--- config.mk ---
export PLATFORM = sky130hd
export DESIGN_NAME = cla_adder_pipe
export DESIGN_NICKNAME = d
export VERILOG_FILES = /design/src/rtl/cla_adder_pipe.sv
export SDC_FILE = /design/constraint.sdc
export NUM_CORES = 1
export LEC_CHECK = 0
export ABC_AREA = 1
export BUFFER_PORTS_ARGS = -buffer_cell sky130_fd_sc_hd__buf_2
export CELL_PAD_IN_SITES_DETAIL_PLACEMENT = 1
export CELL_PAD_IN_SITES_GLOBAL_PLACEMENT = 2
export CORE_MARGIN = 3
export CORE_UTILIZATION = 30
export CTS_BUF_LIST = sky130_fd_sc_hd__clkbuf_16
export DETAILED_ROUTE_END_ITERATION = 7
export PLACE_DENSITY_LB_ADDON = 0.1
export SETUP_SLACK_MARGIN = 0.05
export SYNTH_ARGS = -nofsm -noshare
export SYNTH_HDL_FRONTEND = slang
export SYNTH_SLANG_ARGS = --single-unit
--- constraint.sdc ---
create_clock -name clock -period 2.25 [get_ports clock]
set_clock_uncertainty 0.1 [all_clocks]
set_input_delay 0.45 -clock clock [delete_from_list [all_inputs] [get_ports clock]]
set_output_delay 0.45 -clock clock [all_outputs]
set_load 0.005 [all_outputs]
--- src/rtl/cla_adder_pipe.sv ---
// cla_adder_pipe: pipelined two-level carry-lookahead adder/subtractor with a
// valid/ready handshake on both sides and full back-pressure.
//
// Ports:
//   clock, reset_n        rising-edge clock, asynchronous active-low reset
//   in_valid / in_ready   operand handshake (in_ready is combinational from out_ready)
//   a, b, cin, sub        operands; sub=1 computes a-b and ignores cin
//   out_valid / out_ready result handshake
//   sum, cout, overflow   result, carry out of MSB (sub: 1 = no borrow), signed overflow
//   zero                  sum == 0
//   grp_g, grp_p          whole-word generate/propagate of the accepted operands
//
// Parameters: WIDTH (multiple of BLOCK, >= 4), BLOCK (bits per lookahead group),
// STAGES (1..4, register stages from acceptance to result).
//
// Optional feature macro: SATURATE_EN -- when defined, an overflowing result
// saturates to the signed limit selected by the sign of a; otherwise it wraps.
module cla_adder_pipe #(
  parameter int WIDTH  = 32,
  parameter int BLOCK  = 4,
  parameter int STAGES = 2
) (
  input  logic             clock,
  input  logic             reset_n,
  input  logic             in_valid,
  output logic             in_ready,
  input  logic [WIDTH-1:0] a,
  input  logic [WIDTH-1:0] b,
  input  logic             cin,
  input  logic             sub,
  output logic             out_valid,
  input  logic             out_ready,
  output logic [WIDTH-1:0] sum,
  output logic             cout,
  output logic             overflow,
  output logic             zero,
  output logic             grp_g,
  output logic             grp_p
);

  localparam int NGRP  = WIDTH / BLOCK;
  localparam int PKT_W = WIDTH + 5;
  localparam logic [WIDTH-1:0] ONE  = WIDTH'(1);
  localparam logic [WIDTH-1:0] ALL1 = '1;

  if (WIDTH < 4 || BLOCK < 1 || (WIDTH % BLOCK) != 0 || STAGES < 1 || STAGES > 4) begin : g_param_err
    $error("cla_adder_pipe: illegal parameters WIDTH=%0d BLOCK=%0d STAGES=%0d",
           WIDTH, BLOCK, STAGES);
  end

  // Mask of the k lowest bits; k == WIDTH wraps to all ones.
  function automatic logic [WIDTH-1:0] below(input int k);
    return (ONE << k) - ONE;
  endfunction

  // Flat sum-of-products lookahead: carry out of position n-1 given carry-in cb
  // into position 0. Each term is g[j] AND all p above j, so no rippled chain.
  function automatic logic la_carry(input int n, input logic [WIDTH-1:0] gv,
                                    input logic [WIDTH-1:0] pv, input logic cb);
    logic             c;
    logic [WIDTH-1:0] span;
    c = cb & ((pv | ~below(n)) == ALL1);
    for (int j = 0; j < n; j++) begin
      span = below(n) & ~below(j + 1);
      c = c | ((|(gv & (ONE << j))) & ((pv | ~span) == ALL1));
    end
    return c;
  endfunction

`ifdef SATURATE_EN
  function automatic logic [WIDTH-1:0] sat_fn(input logic [WIDTH-1:0] s, input logic ovf,
                                              input logic a_neg);
    if (!ovf) return s;
    return a_neg ? {1'b1, {(WIDTH-1){1'b0}}} : {1'b0, {(WIDTH-1){1'b1}}};
  endfunction
`endif

  logic [WIDTH-1:0] y, g, p, c, s_raw, s_fin;
  logic             c0, ovf_w, zero_w, word_g, word_p;
  logic [NGRP-1:0]  blk_g, blk_p;
  logic [NGRP:0]    blk_c;
  logic [PKT_W-1:0] pkt_in;

  assign y  = sub ? ~b : b;
  assign c0 = sub ? 1'b1 : cin;
  assign g  = a & y;
  assign p  = a ^ y;

  // First level: group G/P per block; second level: carry into each block
  // from the group G/P vector; then per-bit carries inside each block.
  for (genvar k = 0; k < NGRP; k++) begin : g_blk
    assign blk_p[k] = &p[k*BLOCK +: BLOCK];
    assign blk_g[k] = la_carry(BLOCK, WIDTH'(g[k*BLOCK +: BLOCK]),
                               WIDTH'(p[k*BLOCK +: BLOCK]), 1'b0);
    assign blk_c[k] = la_carry(k, WIDTH'(blk_g), WIDTH'(blk_p), c0);
    for (genvar j = 0; j < BLOCK; j++) begin : g_bit
      assign c[k*BLOCK+j] = la_carry(j, WIDTH'(g[k*BLOCK +: BLOCK]),
                                     WIDTH'(p[k*BLOCK +: BLOCK]), blk_c[k]);
    end
  end
  assign blk_c[NGRP] = la_carry(NGRP, WIDTH'(blk_g), WIDTH'(blk_p), c0);
  assign word_g      = la_carry(NGRP, WIDTH'(blk_g), WIDTH'(blk_p), 1'b0);
  assign word_p      = &p;

  assign s_raw = p ^ c;
  assign ovf_w = (a[WIDTH-1] == y[WIDTH-1]) && (s_raw[WIDTH-1] != a[WIDTH-1]);
`ifdef SATURATE_EN
  assign s_fin = sat_fn(s_raw, ovf_w, a[WIDTH-1]);
`else
  assign s_fin = s_raw;
`endif
  assign zero_w = (s_fin == '0);
  assign pkt_in = {word_p, word_g, zero_w, ovf_w, blk_c[NGRP], s_fin};

  logic [STAGES-1:0] vld_vec;
  logic [PKT_W-1:0]  pkt_vec [STAGES];

  // A stage loads when it or any stage downstream of it is empty, or when the
  // consumer takes the result: this is the collapsed form of "empty or moving".
  for (genvar i = 0; i < STAGES; i++) begin : g_stage
    logic             vld_d, vld_q, src_vld, ld;
    logic [PKT_W-1:0] pkt_d, pkt_q, src_pkt;

    // ---- stage boundary i ----
    if (i == 0) begin : g_src_in
      assign src_vld = in_valid;
      assign src_pkt = pkt_in;
    end else begin : g_src_prev
      assign src_vld = vld_vec[i-1];
      assign src_pkt = pkt_vec[i-1];
    end

    assign ld = out_ready || !(&vld_vec[STAGES-1:i]);

    // Data only changes when a real item arrives, so bubbles leave the last
    // result fields visible.
    always_comb begin
      vld_d = vld_q;
      pkt_d = pkt_q;
      if (ld) begin
        vld_d = src_vld;
        if (src_vld) pkt_d = src_pkt;
      end
    end

    always_ff @(posedge clock or negedge reset_n) begin
      if (!reset_n) begin
        vld_q <= 1'b0;
        pkt_q <= '0;
      end else begin
        vld_q <= vld_d;
        pkt_q <= pkt_d;
      end
    end

    assign vld_vec[i] = vld_q;
    assign pkt_vec[i] = pkt_q;
  end

  assign in_ready  = out_ready || !(&vld_vec);
  assign out_valid = vld_vec[STAGES-1];
  assign {grp_p, grp_g, zero, overflow, cout, sum} = pkt_vec[STAGES-1];

endmodule
Word level (Yosys, flattened, before mapping):

Index checks and enable logic that the tools add are counted.

* $mul: 0
* bitwise operators: 227
* shift operators: 0
* magnitude comparators: 0
* reduce and logical (&&, ||, !) cells: 18
* multiplexer cells: 2
* divide/modulo/power cells: 0
* equal/unequal tests: 70
* add/subtract/negate cells: 0

Operators by type and width (number)
* OR 1 bit: 115
* bitwise AND 1 bit: 108
* == test 3 bit, second input constant: 22
* XOR 32 bit: 2
* == test 2 bit, second input constant: 31
* bitwise AND 32 bit: 1
* zero test 32 bit: 1
* 2-to-1 mux 32 bit: 1
* NOT 32 bit: 1
* AND reduction 32 bit: 1
* AND reduction 4 bit: 8
* == test 4 bit, second input constant: 5
* == test 5 bit, second input constant: 4
* == test 6 bit, second input constant: 3
* == test 7 bit, second input constant: 2
* == test 8 bit, second input constant: 1
* AND reduction 2 bit: 3
* zero test 1 bit: 2
* logical OR 1 bit: 2
* == test 1 bit: 1
* logical AND 1 bit: 1
* 2-to-1 mux 1 bit: 1
* != test 1 bit: 1

* bits in read-only memories: 0
* register bits: 76
* memories: 0
* memory bits (writable): 0
* logic and storage cells: 321
* latch bits: 0
* output and inout port bits: 39

Depth between registers and ports, before layout:

Gate-level depths: netlist of the first run.

* depth after elaboration: 23
* gate-level depth with buffers: 31
* gate-level depth less buffers: 29

Worst setup path after synthesis of the first run:

No wires, ideal clock.

* path kind: input to register
* start: input sub
* end: register g_stage[0].pkt_q[34]
* required time: 2085 ps
* stages on the path: 31
* buffers on the path: 2
* arrival time: 3816 ps
* path slack: -1731 ps
* library setup time: 65 ps
* cells stage by stage: buf_6 > clkbuf_1 > xnor2_1 > inv_1 > ha_1 > nand2_1 > nor2_1 > nand2_2 > nor2_4 > nand2_2 > nand3_2 > nand2_1 > nand2_1 > nand2_1 > nand2_2 > inv_1 > fa_1 > nand4_1 > nor2_1 > nand3_1 > nor2_1 > nand2_1 > nor2_1 > nand3_1 > nor2_1 > nand3_1 > nor2_1 > nand2_1 > nor2_1 > nand2_1 > nand2_1

* longest elaborated chain between the ends: 21

Ends and longest elaborated chain
* from (decl): RTL line 30 `input logic sub,`
* 2-to-1 mux 32 bit: RTL line 84 `assign y = sub ? ~b : b;`
* XOR 32 bit: RTL line 87 `assign p = a ^ y;`
* == test 3 bit or == test 2 bit (tied branches): RTL line 65 `c = c | ((|(gv & (ONE << j))) & ((pv | ~span) == ALL1));`
* bitwise AND 1 bit: RTL line 65
* OR 1 bit (3 in a row): RTL line 65
* bitwise AND 1 bit: RTL line 65
* OR 1 bit (7 in a row): RTL line 65
* bitwise AND 1 bit: RTL line 62 `c = cb & ((pv | ~below(n)) == ALL1);`
* OR 1 bit (3 in a row): RTL line 65
* XOR 32 bit (*): RTL line 105 `assign s_raw = p ^ c;`
* zero test 32 bit (*): RTL line 112 `assign zero_w = (s_fin == '0);`
* to (signal assigned): RTL line 152 `pkt_q <= pkt_d;`
* to (decl): RTL line 122 `logic [PKT_W-1:0] pkt_d, pkt_q, src_pkt;`

Every way passes the cells marked *; elsewhere a longest branch is shown, timed or not.
A chain may end at the register's enable or synchronous reset.

Worst setup path after layout of the first run:

Same ends and word-level chain as after synthesis.

==> results of run 1 <==
cell families (layout without fill, tap and decap cells):
group                      after synthesis  in the layout
adders and majority gates               42             42
AOI/OAI and AO/OA                       73             73
and+or+nand+nor                        238            238
buffers and inverters                   95            351
DFF                                     76             76
xor gates and xnor gates                41             41
muxes                                   24             24
per-layer routing:
layer  up-vias  GRT usage  wire length, µm
met5         -          0                0
met3         9    0.02213              419
met1      2317     0.2283             7125
met4         0    0.03903              176
met2        83     0.3338             8897
li1       2375          -                -
metrics by stage:
| step | util | instance area, µm² | power (W) | setup WS, ns |
|---|---|---|---|---|
| 6_report | 0.5036 | 8029 | 0.006448 | -1.377 |
| 5_1_grt | 0.5036 | 8029 | 0.006899 | -1.693 |
| 3_5_place_dp | 0.4135 | 6593 | 0.004488 | -1.831 |
| 3_3_place_gp | 0.4135 | 6593 | 0.004378 | -1.679 |
| 4_1_cts | 0.4776 | 7614 | 0.006334 | -1.370 |
| 2_1_floorplan | - | 5041 | 0.003185 | -1.403 |
registers in the layout, indices dropped and copies added, names as in the netlist:
name and flops:
g_stage.vld_q 1, g_stage.pkt_q 74, out_valid 1
cell type report:
class,instances,area share
Sequential cell,76,0.2369
Clock inverter,7,0.009350
Clock buffer,9,0.02805
Timing Repair Buffer,256,0.2275
Inverter,79,0.03693
Multi-Input combinational cell,418,0.4276
Tap cell,216,0.03366
what timing repair did:
action / in CTS / in global routing
endpoints found under the setup margin: 33 / 35
cloned: 2 / 0
hold buffers: 1 / 0
pin swaps: 39 / 36
hold endpoints to repair: 29 / 0
buffers inserted: 22 / 20
gates resized for setup: 118 / 60
where the power goes:
part | switching (W) | internal [W]
clock network | 0.000607 | 0.000865
registers | 0.000230 | 0.00183
logic | 0.00140 | 0.00152
synthesized netlist by cell type, drive strengths merged, types with 12 or more instances:
cell	number
nand2	166
xor2	27
xnor2	14
clkbuf	12
ha	34
o21ai	50
nor2	35
nand3	25
dfrtp	76
a21oi	13
inv	78
mux2	24
how the worst max path moves through the flow:
stage	end	slack [ns]	cells after the start
final	g_stage[0].pkt_q[34]	-1.38	29
after global routing	g_stage[0].pkt_q[34]	-1.69	30
after CTS	g_stage[0].pkt_q[34]	-1.37	30
after detailed placement	g_stage[0].pkt_q[34]	-1.83	31
after global placement	g_stage[0].pkt_q[34]	-1.68	31
after floorplan	g_stage[0].pkt_q[34]	-1.40	30
critical path: cells and delay by family:
family	cells	cell delay, ns
XOR/XNOR	1	0.16
adder cells (fa/ha/maj)	2	0.86
buffers and inverters	5	0.51
AND/OR/NAND/NOR	21	1.80
==> implementation parameters, run 1 <==
Parameter                              Value

Timing
  Min Clock Period, post-route    about 3.6 ns
  Number of slew-limit violations in the final report    0
  Slew at the pin closest to its max-slew limit    0.4218 ns
  Tcrit/Tclk final    1.612
  Worst rel slew slack    0.7188
  Achievable frequency    275.7 MHz
  Finish-stage setup viols    32
  Worst path setup slack after routing    -1.377 ns
  Final Hold Violating Endpoints    0
  Unrepaired setup endpoints after global routing    true
  Min Hold Slack    between 0.3 and 0.4 ns
  Final total negative setup slack    -13.04 ns

Run status
  Violations in the final reports    negative setup slack
  Run status    complete, but fails checks

Final layout
  Syn-to-layout area delta    63.20%
  Share of final-layout standard cells stronger than drive strength 1    0.5314
  Fill cell total of the finished layout    1884
  Top library cells by usage in the layout, fill and taps aside    buf_4 (129), nand2_1 (108), buf_2 (106)
  Area used by multi-input combinational logic    3433 µm²
  Most common cell after layout, fill and taps aside    buf_4
  Finished Layout Cells    1061
  FF+latch area    1902 µm²
  Final-stage net count    952
  Antenna diode count    0

Worst setup path
  Start point of the critical path    sub
  Critical path data required time    2.42 ns
  Slowest stage delay, CP    0.53 ns
  Startpoint types    input port
  Arrival time at the worst endpoint    3.80 ns
  Startpoint of the most critical register-to-register path    out_valid
  Depth of the most critical reg-to-reg path    15
  Slowest CP cell    fa_2
  Internal reg-to-reg setup slack    approximately 0.33 ns
  Maximum fanout along the worst path    5
  Category of the most critical setup path    in -> reg
  Type of element capturing the critical path    flop
  Reg2reg end    g_stage[0].pkt_q[34]

Global routing
  Number of antenna violations at the first check in global routing    0
  Gr ovfl total    0
  First-pass GRT wire length    around 26 mm
  Gr usage total    0.1813
  Via count of the first global-routing pass    5172
  Maximum number of pins on one net before global-route repair    52

Detailed routing
  Vias    roughly 4800
  Post-detailed-route DRC marker count    0
  Number of search-and-repair iterations in the first detailed-routing pass    6
  DR WL/cell    15.66 µm
  Initial DRC Count    172
  Total wirelength of the detailed-routed design    16.62 mm
  Antenna-violating nets left    0
  Drt via density    approximately 4.5

Yosys
  Share of flip-flops with an asynchronous set or reset    1.000
  Synth cell types    33
  Warnings from Yosys    0
  Share of Yosys cell area claimed by the top area cell type    0.3866
  Syn Std Cell Area    4920 µm²
  Flops & latches, synth    76
  Cell types with the largest area share after synthesis    dfrtp_1 (39%), nand2_1 (12%), ha_1 (8.6%)
  Post-synthesis compound-gate area fraction    0.07986
  Most instantiated flip-flop cell in the synthesis netlist    dfrtp_1
  Cell taking the most area after synthesis    dfrtp_1
  Mean post-synth cell area    between 8 and 9 µm²
  Share of synthesized area occupied by flip-flops and latches    0.3866
  Xor and xnor fraction of the mapped netlist area    0.07299
  Synthesized-area fraction occupied by and/or/nand/nor cells    0.2126
  Arithmetic-cell share of the synthesized area counting full adders, half adders and majority gates    0.1190
  Number of enable flip-flop cells after synthesis    0
  Multiplexer area fraction after synthesis    0.05493
  Syn_nets    701
  Syn Inst Count    589
  Main combinational cell family by area after synthesis    simple AND/OR/NAND/NOR gates

Clocking
  Worst-case clock buffer depth    2
  CTS sink cnt    76
  Number of clock buffers inserted by TritonCTS    9
  H-tree depth reported by CTS    3
  Insertion delay of the later-clocked pin in the worst-skew pair    about 0.33 ns
  Clock transition at the registers of the reported paths    ~0.07 ns
  Clock tree root buffer cell    clkbuf_16
  CTS tree    done

Die
  Core outline area    15940 µm²
  Die Y-Extent    134.1 µm
  Die outline area    17970 µm²
  Top-Level Pins    109
  Horizontal die dimension    134.1 µm
  Initial Utilization    0.3086
  Row count    46

Power and ir drop
  Peak supply drop    0.3789 mV
  Cell area power density    803.1 nW/µm²
  Leakage power figure    4.088 nW

Place
  Port Buffers    108
  DPL Wire Length    12.70 mm
  # placed instances    1004
  Last weighted congestion value of the routability-driven placer    0.7881

Run
  Max-cap viol count    0

Worst hold path
  Number of cells on the worst hold path    4
  End point of the worst hold path    out_valid
  Hold WC Path Type    in -> reg
  Worst Min Path Start    out_ready
Power figures use the tool's default switching activity.
==> inputs of run 2 (changes only) <==
Settings changed: CTS_BUF_LIST sky130_fd_sc_hd__clkbuf_16 to sky130_fd_sc_hd__clkbuf_8, SLEW_MARGIN set to 25.
==> implementation parameters, run 2 (same netlist as run 1, synthesis figures left out) <==
Parameter                              Value

Final layout
  Syn-to-layout area delta    61.67%
  Share of final-layout standard cells stronger than drive strength 1    0.5244
  Top library cells by usage in the layout, fill and taps aside    buf_4 (120), nand2_1 (112), buf_2 (106)
  Most common cell after layout, fill and taps aside    buf_4
  Cell area after layout    7954 µm²
  Final-stage net count    948
  Share of the core filled with cells    0.4989
  Max reg flops    74
  Reg with most FFs    g_stage.pkt_q
  Antenna diode count    0

Power and ir drop
  Cell area power density    about 760 nW/µm²
  Switching power    0.002189 W
  Power, Total    0.006034 W
  Peak supply drop    0.3917 mV
  Part of the total power dissipated in combinational logic    0.480
  Sequential cell fraction of total power    0.340
  Clk network pwr share    0.179
  Switching share of power    0.3628
  Leakage power figure    4.032 nW
  Cell internal power dissipation    0.003845 W

Worst setup path
  Depth of the most critical reg-to-reg path    15
  Slowest stage delay, CP    0.54 ns
  Internal reg-to-reg setup slack    0.27 ns
  Arrival time at the worst endpoint    3.85 ns
  Startpoint types    input port
  CP most frequent cell    nand2_1
  Maximum fanout along the worst path    8
  Slowest CP cell    fa_2
  WP buf/inv    3
  Largest delay share family, worst path    simple AND/OR/NAND/NOR gates
  Startpoint of the most critical register-to-register path    out_valid
  Type of element capturing the critical path    flop
  Reg2reg end    g_stage[0].pkt_q[34]
  Critical path data required time    2.44 ns
  Category of the most critical setup path    in -> reg

Detailed routing
  Post-detailed-route DRC marker count    0
  Number of search-and-repair iterations in the first detailed-routing pass    4
  Initial DRC Count    177
  Antenna-violating nets left    0
  Drt via density    4.553
  Vias    roughly 4800
  DR WL/cell    15.80 µm
  Total wirelength of the detailed-routed design    16.70 mm

Place
  Area post-placement    6593 µm²
  DPL Wire Length    12.70 mm
  Last weighted congestion value of the routability-driven placer    0.7881
  Port Buffers    108

Run
  Max-cap viol count    0

Global routing
  Gr usage total    0.1860
  First-pass GRT wire length    26.38 mm
  Via count of the first global-routing pass    5245
  Number of antenna violations at the first check in global routing    0
  Gr ovfl total    0
  Maximum number of pins on one net before global-route repair    52

Die
  Die outline area    17970 µm²
  Top-Level Pins    109
  Horizontal die dimension    134.1 µm
  Initial Utilization    0.3086
  Core outline area    15940 µm²
  Row count    46
  Die Y-Extent    134.1 µm

Timing
  Worst rel slew slack    0.7091
  Slew at the pin closest to its max-slew limit    0.4364 ns
  Min Clock Period, post-route    3.657 ns
  Final Hold Violating Endpoints    0
  Number of slew-limit violations in the final report    0
  Worst path setup slack after routing    -1.407 ns
  Achievable frequency    273.5 MHz
  Tcrit/Tclk final    1.625
  Unrepaired setup endpoints after global routing    true
  Finish-stage setup viols    33

Clocking
  Clock transition at the registers of the reported paths    0.09 ns
  H-tree depth reported by CTS    3
  Worst-case clock buffer depth    2
  CTS sink cnt    76
  Clock tree root buffer cell    clkbuf_8
  Insertion delay of the later-clocked pin in the worst-skew pair    0.36 ns
  Number of clock buffers inserted by TritonCTS    9
  CTS tree    done

Worst hold path
  Worst Min Path Start    out_ready
  Hold WC Path Type    in -> reg
  End point of the worst hold path    out_valid
  Number of cells on the worst hold path    4

Run status
  Run status    complete, but fails checks
  Violations in the final reports    negative setup slack
-- run 2: routing by layer --
metal,vias up,part of all wire,GRT usage,routed length [µm]
met5,-,0,0,0
met3,17,0.029,0.02363,480
met4,0,0.015,0.04808,250
met1,2350,0.42,0.2267,6987
met2,89,0.54,0.3467,8981
li1,2356,-,-,-
-- run 2: layout make-up --
| type | instances | area, µm² |
|---|---|---|
| flip-flops and latches | 76 | 1902 |
| multi-input cells | 418 | 3456 |
| inverters | 79 | 296.5 |
| well taps | 216 | 270.3 |
| fillers | 1896 | 7989 |
| repair buffers | 252 | 1831 |
| clock inverters | 7 | 75.07 |
| clock buffers | 9 | 123.9 |
-- run 2: how the worst max path moves through the flow --
stage	from	endpoint	slack, ns	cells past startpoint
CTS	sub	g_stage[0].pkt_q[34]	-1.32	30
global route	sub	g_stage[0].pkt_q[34]	-1.69	30
global placement	sub	g_stage[0].pkt_q[34]	-1.68	31
detailed placement	sub	g_stage[0].pkt_q[34]	-1.83	31
finish	sub	g_stage[0].pkt_q[34]	-1.41	30
floorplan	sub	g_stage[0].pkt_q[34]	-1.40	30
-- run 2: worst min-delay path: stages --
cell and delay [ns]:
buf_2 0.08, inv_1 0.04, nand2_1 0.08, nand2_1 0.06
-- run 2: timing repair --
action                                  CTS  global route
endpoints found under the setup margin   33            34
gates cloned                              2             0
pin swaps                                43            34
setup buffers                            29            14
resized for setup                       128            65
hold buffers                              1             0
endpoints found under the hold margin    29             0
-- run 2: per-stage QoR --
step | TNS (ns) | std cells | setup slack [ns] | hold WS [ns]
CTS | -12.09 | 1050 | -1.323 | 0.2693
detailed placement | -28.60 | 1004 | -1.831 | 0.3109
global placement | -26.17 | 1004 | -1.679 | 0.3057
finish | -12.51 | 1057 | -1.407 | 0.2770
global route | -16.83 | 1057 | -1.691 | 0.2817
floorplan | -10.94 | 589 | -1.403 | 0.05441
-- run 2: power by group through the flow --
stage / Sequential, W / Combinational, W / Clock (W)
after global routing: 0.00212 / 0.00319 / 0.00117
after detailed placement: 0.00209 / 0.00240 / 0
after global placement: 0.00206 / 0.00232 / 0
after CTS: 0.00206 / 0.00278 / 0.00112
final: 0.00205 / 0.00290 / 0.00108
after floorplan: 0.00206 / 0.00112 / 0
==> inputs of run 3 (changes only) <==
Settings changed: ABC_AREA 1 to 0, SLEW_MARGIN 25 to unset.
==> implementation parameters, run 3 <==
Parameter                              Value

Global routing
  Gr usage total    0.1799
  Number of antenna violations at the first check in global routing    0
  First-pass GRT wire length    25.72 mm
  Via count of the first global-routing pass    5151
  Gr ovfl total    0
  Maximum number of pins on one net before global-route repair    60

Die
  Core outline area    16000 µm²
  Top-Level Pins    roughly 110
  Horizontal die dimension    ~130 µm
  Initial Utilization    0.3091
  Die outline area    18060 µm²
  Die Y-Extent    134.4 µm
  Row count    46

Clocking
  Number of clock buffers inserted by TritonCTS    9
  H-tree depth reported by CTS    3
  CTS tree    done
  Insertion delay of the later-clocked pin in the worst-skew pair    0.34 ns
  Clock transition at the registers of the reported paths    0.07 ns
  Clock tree root buffer cell    clkbuf_8
  CTS sink cnt    76
  Worst-case clock buffer depth    2

Worst setup path
  Critical path data required time    around 2.4 ns
  Slowest CP cell    fa_2
  Arrival time at the worst endpoint    4.57 ns
  Depth of the most critical reg-to-reg path    7
  Maximum fanout along the worst path    7
  Startpoint types    input port
  Startpoint of the most critical register-to-register path    out_valid
  Type of element capturing the critical path    flop
  Category of the most critical setup path    in -> reg
  Slowest stage delay, CP    0.55 ns
  CP cell instances    buf_12 -> buf_12 -> xor2_1 -> ha_1 -> nand4_1 -> or2_1 -> o311a_1 -> a21oi_4 -> o21ai_2 -> fa_2 -> nand4_1 -> or4_1 -> or4_4 -> a2111oi_4 -> o2111ai_2 -> o31ai_2
  Internal reg-to-reg setup slack    -0.24 ns
  Start point of the critical path    sub
  Capture point of the critical path    g_stage[0].pkt_q[34]
  Reg2reg end    g_stage[0].pkt_q[34]

Final layout
  Most common cell after layout, fill and taps aside    buf_4
  Max reg flops    74
  Antenna diode count    0
  Syn-to-layout area delta    54.21%
  Top library cells by usage in the layout, fill and taps aside    buf_4 (145), buf_2 (106), dfrtp_1 (76)
  Share of final-layout standard cells stronger than drive strength 1    0.5199
  Finished Layout Cells    968
  Final-stage net count    859
  Reg with most FFs    g_stage.pkt_q

Run status
  Violations in the final reports    negative setup slack
  Run status    complete, but fails checks

Yosys
  Flops & latches, synth    76
  Mean post-synth cell area    10.22 µm²
  Most instantiated flip-flop cell in the synthesis netlist    dfrtp_1
  Syn Std Cell Area    4946 µm²
  Warnings from Yosys    0
  Syn_nets    596
  Cell types with the largest area share after synthesis    dfrtp_1 (38%), mux2_2 (9.3%), ha_1 (8.6%)
  Most numerous cell in the Yosys netlist    dfrtp_1
  Share of synthesized area occupied by flip-flops and latches    0.3845
  Share of flip-flops with an asynchronous set or reset    1.000
  Syn Inst Count    ~480
  Cell taking the most area after synthesis    dfrtp_1
  Number of enable flip-flop cells after synthesis    0
  Most frequent cells after synthesis    dfrtp_1 (76), nand2_1 (51), xor2_1 (48)
  Share of Yosys cell area claimed by the top area cell type    0.3845
  Synth cell types    53

Timing
  Finish-stage setup viols    33
  Worst rel slew slack    0.6118
  Final Hold Violating Endpoints    0
  Number of slew-limit violations in the final report    0
  Final total negative setup slack    -19.86 ns
  Worst path setup slack after routing    -2.160 ns
  Tcrit/Tclk final    1.960
  Slew at the pin closest to its max-slew limit    0.5823 ns
  Min Clock Period, post-route    4.410 ns
  Unrepaired setup endpoints after global routing    true
  Achievable frequency    around 230 MHz

Detailed routing
  Initial DRC Count    136
  Antenna-violating nets left    0
  DR WL/cell    around 17 µm
  Drt via density    about 4.8
  Total wirelength of the detailed-routed design    around 16 mm
  Vias    4607
  Post-detailed-route DRC marker count    0
  Number of search-and-repair iterations in the first detailed-routing pass    4

Worst hold path
  Worst Min Path Start    out_ready
  Hold WC Path Type    in -> reg

Power and ir drop
  Power, Total    between 0.005 and 0.006 W
  Leakage power figure    between 3 and 4 nW
  Part of the total power dissipated in combinational logic    0.473
  Switching share of power    0.3359
  Cell internal power dissipation    0.003975 W
  Cell area power density    784.9 nW/µm²
  Switching power    0.002011 W
  Sequential cell fraction of total power    0.346
  Clk network pwr share    0.181
  Peak supply drop    approximately 0.32 mV

Place
  Setup slack at placement    -2.574 ns
  # placed instances    927
  DPL Wire Length    approximately 13 mm
  Port Buffers    108
  Last weighted congestion value of the routability-driven placer    ~0.86

Run
  Max-cap viol count    0
-- run 3: power by group through the flow --
stage / Sequential (W) / Combinational, W / Clock [W]
global placement: 0.00208 / 0.00244 / 0
finish: 0.00207 / 0.00283 / 0.00108
floorplan: 0.00205 / 0.00118 / 0
CTS: 0.00208 / 0.00272 / 0.00113
global route: 0.00213 / 0.00310 / 0.00120
detailed placement: 0.00211 / 0.00250 / 0
-- run 3: what timing repair did --
| item | 4_1_cts | 5_1_grt |
|---|---|---|
| pin swaps | 27 | 34 |
| gates resized for setup | 55 | 39 |
| hold endpoints to repair | 39 | 0 |
| hold buffers | 1 | 0 |
| buffers inserted | 18 | 13 |
| endpoints found under the setup margin | 33 | 34 |
| cloned | 1 | 0 |
-- run 3: metal layers --
layer / share of wire / up-vias / track usage
li1: - / 2228 / -
met1: 0.42 / 2266 / 0.2156
met4: 0.026 / 0 / 0.05543
met2: 0.53 / 89 / 0.3349
met5: 0 / - / 0
met3: 0.025 / 24 / 0.02176
-- run 3: how the worst min path moves through the flow --
stage,end,depth (start not counted)
after floorplan,g_stage[0].pkt_q[0],0
after global placement,g_stage[0].pkt_q[23],2
after detailed placement,g_stage[0].pkt_q[25],2
after CTS,out_valid,3
after global routing,out_valid,3
final,out_valid,3
-- run 3: stage by stage --
stage	hold WS [ns]	area, µm²	utilization
after floorplan	0.05441	5047	-
after global placement	0.3609	6775	0.4234
after detailed placement	0.3701	6775	0.4234
after CTS	0.2765	7350	0.4593
after global routing	0.3035	7627	0.4767
final	0.3030	7627	0.4767
-- run 3: area by class of cell --
type,instances,area (µm²)
fillers,1838,8373
multi-input cells,369,3281
flip-flops and latches,76,1902
repair buffers,270,1887
well taps,216,270.3
clock buffers,9,123.9
clock inverters,7,85.08
inverters,21,78.83
-- run 3: cells by family after synthesis --
group           synth area share
buf+inv                  0.03339
xor+xnor                  0.1027
flops                     0.3845
mux                      0.09942
fa+ha+maj                 0.1184
simple gates              0.1303
compound gates            0.1313
-- run 3: critical path: cells and delay by family --
kind | cells | cell delay (ns)
AND/OR/NAND/NOR | 5 | 1.49
AO/OA/AOI/OAI | 6 | 1.36
adder cells (fa/ha/maj) | 2 | 0.84
buffers and inverters | 2 | 0.26
XOR/XNOR | 1 | 0.16
